<file path="src/rtl/adder_pkg.sv">
// Shared types and helpers for the adder arbiter: state encoding and the
// signed-overflow rule used when the shared adder result is captured.
package adder_pkg;

  localparam int WIDTH_DEFAULT = 9;

  typedef enum logic [1:0] {
    IDLE = 2'd0,
    EXEC = 2'd1,
    DONE = 2'd2
  } arb_state_t;

  // Works on sign bits only, so it stays independent of the operand width.
  function automatic logic ovf_calc(input logic a, input logic b,
                                    input logic s, input logic sinal);
    if (sinal)
      return (a != b) && (s != a);
    else
      return (a == b) && (s != a);
  endfunction

endpackage

</file>
<file path="src/rtl/adder.sv">
// Shared two's complement add/subtract datapath; sinal = 1 selects a - b.
// The result wraps modulo 2^WIDTH.
module adder #(
  parameter int WIDTH = 9
) (
  input  logic [WIDTH-1:0] a,
  input  logic [WIDTH-1:0] b,
  input  logic             sinal,
  output logic [WIDTH-1:0] soma
);

  assign soma = sinal ? (a - b) : (a + b);

endmodule

</file>
<file path="src/rtl/rr_pick.sv">
// Combinational round-robin picker: first asserted req at or after ptr,
// wrapping at N_REQ-1 back to 0.
module rr_pick #(
  parameter int N_REQ = 4,
  parameter int IW    = (N_REQ > 1) ? $clog2(N_REQ) : 1
) (
  input  logic [N_REQ-1:0] req,
  input  logic [IW-1:0]    ptr,
  output logic [N_REQ-1:0] grant,
  output logic [IW-1:0]    idx,
  output logic             any_req
);

  logic [IW:0]   pos_w;
  logic [IW-1:0] pos;

  // Walk offsets from farthest to nearest so the one closest to ptr wins.
  always_comb begin
    idx   = '0;
    pos_w = '0;
    pos   = '0;
    for (int k = N_REQ - 1; k >= 0; k--) begin
      pos_w = {1'b0, ptr} + (IW+1)'(k);
      if (pos_w >= (IW+1)'(N_REQ))
        pos_w = pos_w - (IW+1)'(N_REQ);
      pos = pos_w[IW-1:0];
      if (req[pos])
        idx = pos;
    end
  end

  always_comb begin
    any_req = |req;
    grant   = '0;
    if (any_req)
      grant[idx] = 1'b1;
  end

endmodule

</file>
<file path="src/rtl/adder_arbiter.sv">
// Round-robin scheduler sharing one adder among N_REQ requesters; ack, done
// and busy are Moore outputs decoded from state_q and grant_q.
//
//   state | meaning
//   IDLE  | sample req, latch winner's operands, record grant
//   EXEC  | ack owner, capture adder result and overflow
//   DONE  | done to owner, advance round-robin pointer past owner
module adder_arbiter
  import adder_pkg::*;
#(
  parameter int N_REQ = 4,
  parameter int WIDTH = WIDTH_DEFAULT
) (
  input  logic                    clock,
  input  logic                    reset_n,
  input  logic [N_REQ-1:0]        req,
  input  logic [N_REQ*WIDTH-1:0]  a_in,
  input  logic [N_REQ*WIDTH-1:0]  b_in,
  input  logic [N_REQ-1:0]        sinal_in,
  output logic [N_REQ-1:0]        ack,
  output logic [N_REQ-1:0]        done,
  output logic signed [WIDTH-1:0] res,
  output logic                    ovf,
  output logic                    busy
);

  localparam int IW = (N_REQ > 1) ? $clog2(N_REQ) : 1;

  arb_state_t       state_q, state_d;
  logic [IW-1:0]    ptr_q, ptr_d;
  logic [IW-1:0]    grant_q, grant_d;
  logic [WIDTH-1:0] a_q, a_d, b_q, b_d;
  logic             sinal_q, sinal_d;
  logic [WIDTH-1:0] res_q, res_d;
  logic             ovf_q, ovf_d;

  logic [N_REQ-1:0] pick_grant;
  logic [IW-1:0]    pick_idx;
  logic             pick_any;
  logic [WIDTH-1:0] a_sel, b_sel, soma;
  logic             sinal_sel;

  rr_pick #(
    .N_REQ (N_REQ),
    .IW    (IW)
  ) u_rr_pick (
    .req     (req),
    .ptr     (ptr_q),
    .grant   (pick_grant),
    .idx     (pick_idx),
    .any_req (pick_any)
  );

  adder #(
    .WIDTH (WIDTH)
  ) u_adder (
    .a     (a_q),
    .b     (b_q),
    .sinal (sinal_q),
    .soma  (soma)
  );

  // One-hot AND-OR operand mux driven by the picker's grant vector.
  always_comb begin
    a_sel     = '0;
    b_sel     = '0;
    sinal_sel = 1'b0;
    for (int i = 0; i < N_REQ; i++) begin
      if (pick_grant[i]) begin
        a_sel     = a_sel | a_in[i*WIDTH +: WIDTH];
        b_sel     = b_sel | b_in[i*WIDTH +: WIDTH];
        sinal_sel = sinal_sel | sinal_in[i];
      end
    end
  end

  always_comb begin
    state_d = state_q;
    ptr_d   = ptr_q;
    grant_d = grant_q;
    a_d     = a_q;
    b_d     = b_q;
    sinal_d = sinal_q;
    res_d   = res_q;
    ovf_d   = ovf_q;
    case (state_q)
      IDLE: begin
        if (pick_any) begin
          a_d     = a_sel;
          b_d     = b_sel;
          sinal_d = sinal_sel;
          grant_d = pick_idx;
          state_d = EXEC;
        end
      end
      EXEC: begin
        res_d   = soma;
        ovf_d   = ovf_calc(a_q[WIDTH-1], b_q[WIDTH-1], soma[WIDTH-1], sinal_q);
        state_d = DONE;
      end
      DONE: begin
        ptr_d   = (grant_q == IW'(N_REQ - 1)) ? '0 : grant_q + 1'b1;
        state_d = IDLE;
      end
      default: state_d = IDLE;
    endcase
  end

  always_ff @(posedge clock or negedge reset_n) begin
    if (!reset_n) begin
      state_q <= IDLE;
      ptr_q   <= '0;
      grant_q <= '0;
      a_q     <= '0;
      b_q     <= '0;
      sinal_q <= 1'b0;
      res_q   <= '0;
      ovf_q   <= 1'b0;
    end else begin
      state_q <= state_d;
      ptr_q   <= ptr_d;
      grant_q <= grant_d;
      a_q     <= a_d;
      b_q     <= b_d;
      sinal_q <= sinal_d;
      res_q   <= res_d;
      ovf_q   <= ovf_d;
    end
  end

  always_comb begin
    ack  = '0;
    done = '0;
    if (state_q == EXEC)
      ack[grant_q] = 1'b1;
    if (state_q == DONE)
      done[grant_q] = 1'b1;
  end

  assign busy = (state_q != IDLE);
  assign res  = res_q;
  assign ovf  = ovf_q;

endmodule

</file>
<file path="config.mk">
export PLATFORM = sky130hd
export DESIGN_NAME = adder_arbiter
export DESIGN_NICKNAME = d
export VERILOG_FILES = /design/src/rtl/adder_pkg.sv /design/src/rtl/adder.sv /design/src/rtl/rr_pick.sv /design/src/rtl/adder_arbiter.sv
export SDC_FILE = /design/constraint.sdc
export NUM_CORES = 1
export LEC_CHECK = 0
export BUFFER_PORTS_ARGS = -buffer_cell sky130_fd_sc_hd__buf_4
export CAP_MARGIN = 20
export CORE_ASPECT_RATIO = 1.75
export CORE_MARGIN = 1.5
export CORE_UTILIZATION = 44
export CTS_BUF_LIST = sky130_fd_sc_hd__clkbuf_16
export CTS_CLUSTER_SIZE = 14
export DETAILED_ROUTE_END_ITERATION = 10
export GPL_ROUTABILITY_DRIVEN = 0
export MAX_ROUTING_LAYER = met4
export PLACE_DENSITY = 0.82
export SLEW_MARGIN = 20
export SYNTH_ARGS = -nofsm -noshare
export SYNTH_HDL_FRONTEND = slang
export SYNTH_HIERARCHICAL = 1
export SYNTH_SLANG_ARGS = --single-unit
</file>
<file path="constraint.sdc">
create_clock -name clock -period 2.7 [get_ports clock]
set_input_delay 0.27 -clock clock [delete_from_list [all_inputs] [get_ports clock]]
set_output_delay 0.27 -clock clock [all_outputs]
set_load 0.01 [all_outputs]
</file>
==> flow_summary.toml <==
[min_path]
hold_depth = 3
min_to = "b_q[6]"
hp-start = "b_in[24]"
hold_path_class = "in -> reg"

[yosys]
yosysTopAreaCellShare_pct = 34.7
synth_area_per_cell_um2 = 9.50
synth.area.top_cells = "dfrtp_1 35%, a22oi_1 11%, ha_1 6.4%, a31oi_1 5.2%, nor2_1 4.8%"
ys_seq_area_share_pct = 34.7
synth_top_area_cell = "dfrtp_1"
synth_nets = 362
async_flop_share_pct = 100
synthCells = 266
synthFlopType = "dfrtp_1"
synth_area_mm2 = 0.00253
synth_edf_count = 0
ys_warn_count = 6
synth_seq_cells = 35
synthDistinctLibCells = 41

[cts]
cts_root_buffer = "clkbuf_16"
clk_path_buf_depth = 2
htreeDepth = 2
cts_inserted_buffers = 5
cts.sinks = 35
clkLatencyLatePin_ns = 0.28
clk_pin_slew_ns = 0.05
cts_tree = "yes"

[pwr]
totalPowerFinal_mw = 5.09
power_density_mw_per_mm2 = 1440
ir_drop_uv = 606
p_leak_nw = 1.62

[timing]
slew_violations = 0
max_slew.worst_pin.slew_ns = 0.727
period_share_pct = 99.1
setup_viol = 0
hold_slack_ns = 0.314
finalSetupTns_ns = 0
period_needed_ns = 2.68
hold_violations = 0
maxSlewHeadroom_pct = 51.5
finClkSkew_ns = 0.00501
fmax_ghz = 0.374

[routing]
viasPerCell = 5.47
via_count = 2421
drtAntennaViolNets = 0
drt_iter0_markers = 63
drc = 0
wl_per_cell_um = 14.9
firstDrtPassIters = 4
wirelength_um = 6620

[cells_and_area]
nets = 463
syn_to_final_growth_pct = 39.5
antenna-diode-count = 0
final_common_cell = "buf_4"
final_cell_mix = "112 x buf_4, 38 x a22oi_1, 35 x dfrtp_1, 32 x nor2_1, 21 x a31oi_1"
layout-drive-gt1-share_pct = 40.1

[floorplanning]
coreArea_mm2 = 0.00554
start_util_pct = 45.6
io-pin-count = 101
die_w_um = 60.3
fp.dieH_um = 103
placementRows = 36
die_area_mm2 = 0.00622

[worst_setup_path]
start_kind = "flip-flop"
setup.worst_path.start = "b_q[1]"
path_class = "reg -> reg"
crit_path_end_kind = "flip-flop"
critical_path_required_ns = 2.90
rr_endpoint = "ovf"
worst-endpoint-arrival_ns = 2.87
r2r_cells = 13
cp_max_fo = 4
r2r_start = "b_q[1]"
r2r_slack_ns = 0.02

[global_routing]
grt_overflow = 0
antenna_found_initial = 0
grt_max_degree = 44
grt_pass1_vias = 2364
grt_pass1_wl_um = 10400
grtUsageTotal_pct = 22.2

[placed_design]
port_buffers = 100
dpl.hpwl_um = 5030

[run]
maxCapViolCount = 0

[run_status]
status = "completed"
[cells by family (layout without fill, tap and decap cells)]
logic type	count (synthesis)	after routing	synth area share, %
xor+xnor	14	14	4.85
compound gates	94	94	26.0
buf+inv	34	135	7.68
fa+ha+maj	14	14	7.23
flops	35	35	34.7
simple gates	61	61	13.0
mux	14	14	6.59
[critical path, stage by stage, from the launching register on]
cell      delay, ns
dfrtp_1        0.38
inv_2          0.06
ha_4           0.15
nor2_1         0.19
xnor2_1        0.18
ha_1           0.31
nor2b_4        0.15
o31a_1         0.29
nand2b_4       0.15
a31oi_4        0.18
xnor2_2        0.15
nor2b_2        0.18
mux2i_1        0.07
a21oi_1        0.14
[worst max path at each step]
stage                     end  slack [ns]  depth (start not counted)
final                     ovf        0.02                         13
after CTS                 ovf        0.02                         12
after detailed placement  ovf       -0.11                         11
after global placement    ovf        0.14                         12
after global routing      ovf       -0.11                         13
after floorplan           ovf        0.18                         11
[sequential cells by signal (all words and copies together) (netlist names)]
signal   flops
ovf          1
res          9
state_q      2
b_q          9
ptr_q        2
grant_q      2
a_q          9
sinal_q      1
[power breakdown]
part           switching [mW]  leakage [nW]  total [mW]  internal (mW)
registers               0.279         0.406        1.10          0.819
clock network           0.195        0.0671       0.526          0.331
logic                    1.63          1.15        3.46           1.83
[cell type report]
class	instances	area (um2)
tap	76	95.1
fill	474	2020
inverter	15	56.3
clock buffer	5	125
clock inverter	2	8.76
multi-input combinational	197	1510
timing repair buffer	113	851
sequential	35	876
[cell usage after synthesis (2+ instances only)]
cell type / n
o31a_1: 2
inv_1: 15
o21a_1: 3
a21boi_1: 2
mux2_2: 9
nand2_1: 3
xnor2_1: 12
clkbuf_1: 2
xor2_1: 2
o221a_2: 2
and2_1: 9
nor2b_1: 6
o21ai_1: 3
o21ai_0: 7
ha_1: 13
a22oi_1: 38
nor3_1: 3
a21oi_1: 10
mux2i_1: 2
nor2_1: 32
a31oi_1: 21
dfrtp_1: 35
buf_4: 3
buf_2: 8
buf_6: 6
mux2_4: 3
[per-stage QoR]
step	std cells	cell area [um2]	util, %	setup WS (ns)
5_1_grt	443	3520	63.6	-0.105
4_1_cts	439	3450	62.3	0.0168
2_1_floorplan	266	2530	-	0.179
3_3_place_gp	429	3280	59.2	0.144
6_report	443	3520	63.6	0.0232
3_5_place_dp	429	3280	59.2	-0.114
[what timing repair did]
item / in CTS / in global routing
setup endpoints to repair: 1 / 1
hold buffers: 1 / 0
gates resized for setup: 2 / 9
endpoints found under the hold margin: 35 / 0
buffers inserted: 2 / 4
pin swaps: 0 / 5
gates cloned: 0 / 0
[layer usage]
layer | wire length [um] | vias up | global-route usage [%]
li1 | - | 1173 | -
met1 | 2400 | 1152 | 25.0
met2 | 3800 | 86 | 38.7
met5 | 0 | - | -
met3 | 285 | 10 | 3.73
met4 | 128 | 0 | 7.52
No activity file was read; power rests on OpenSTA's default activity.
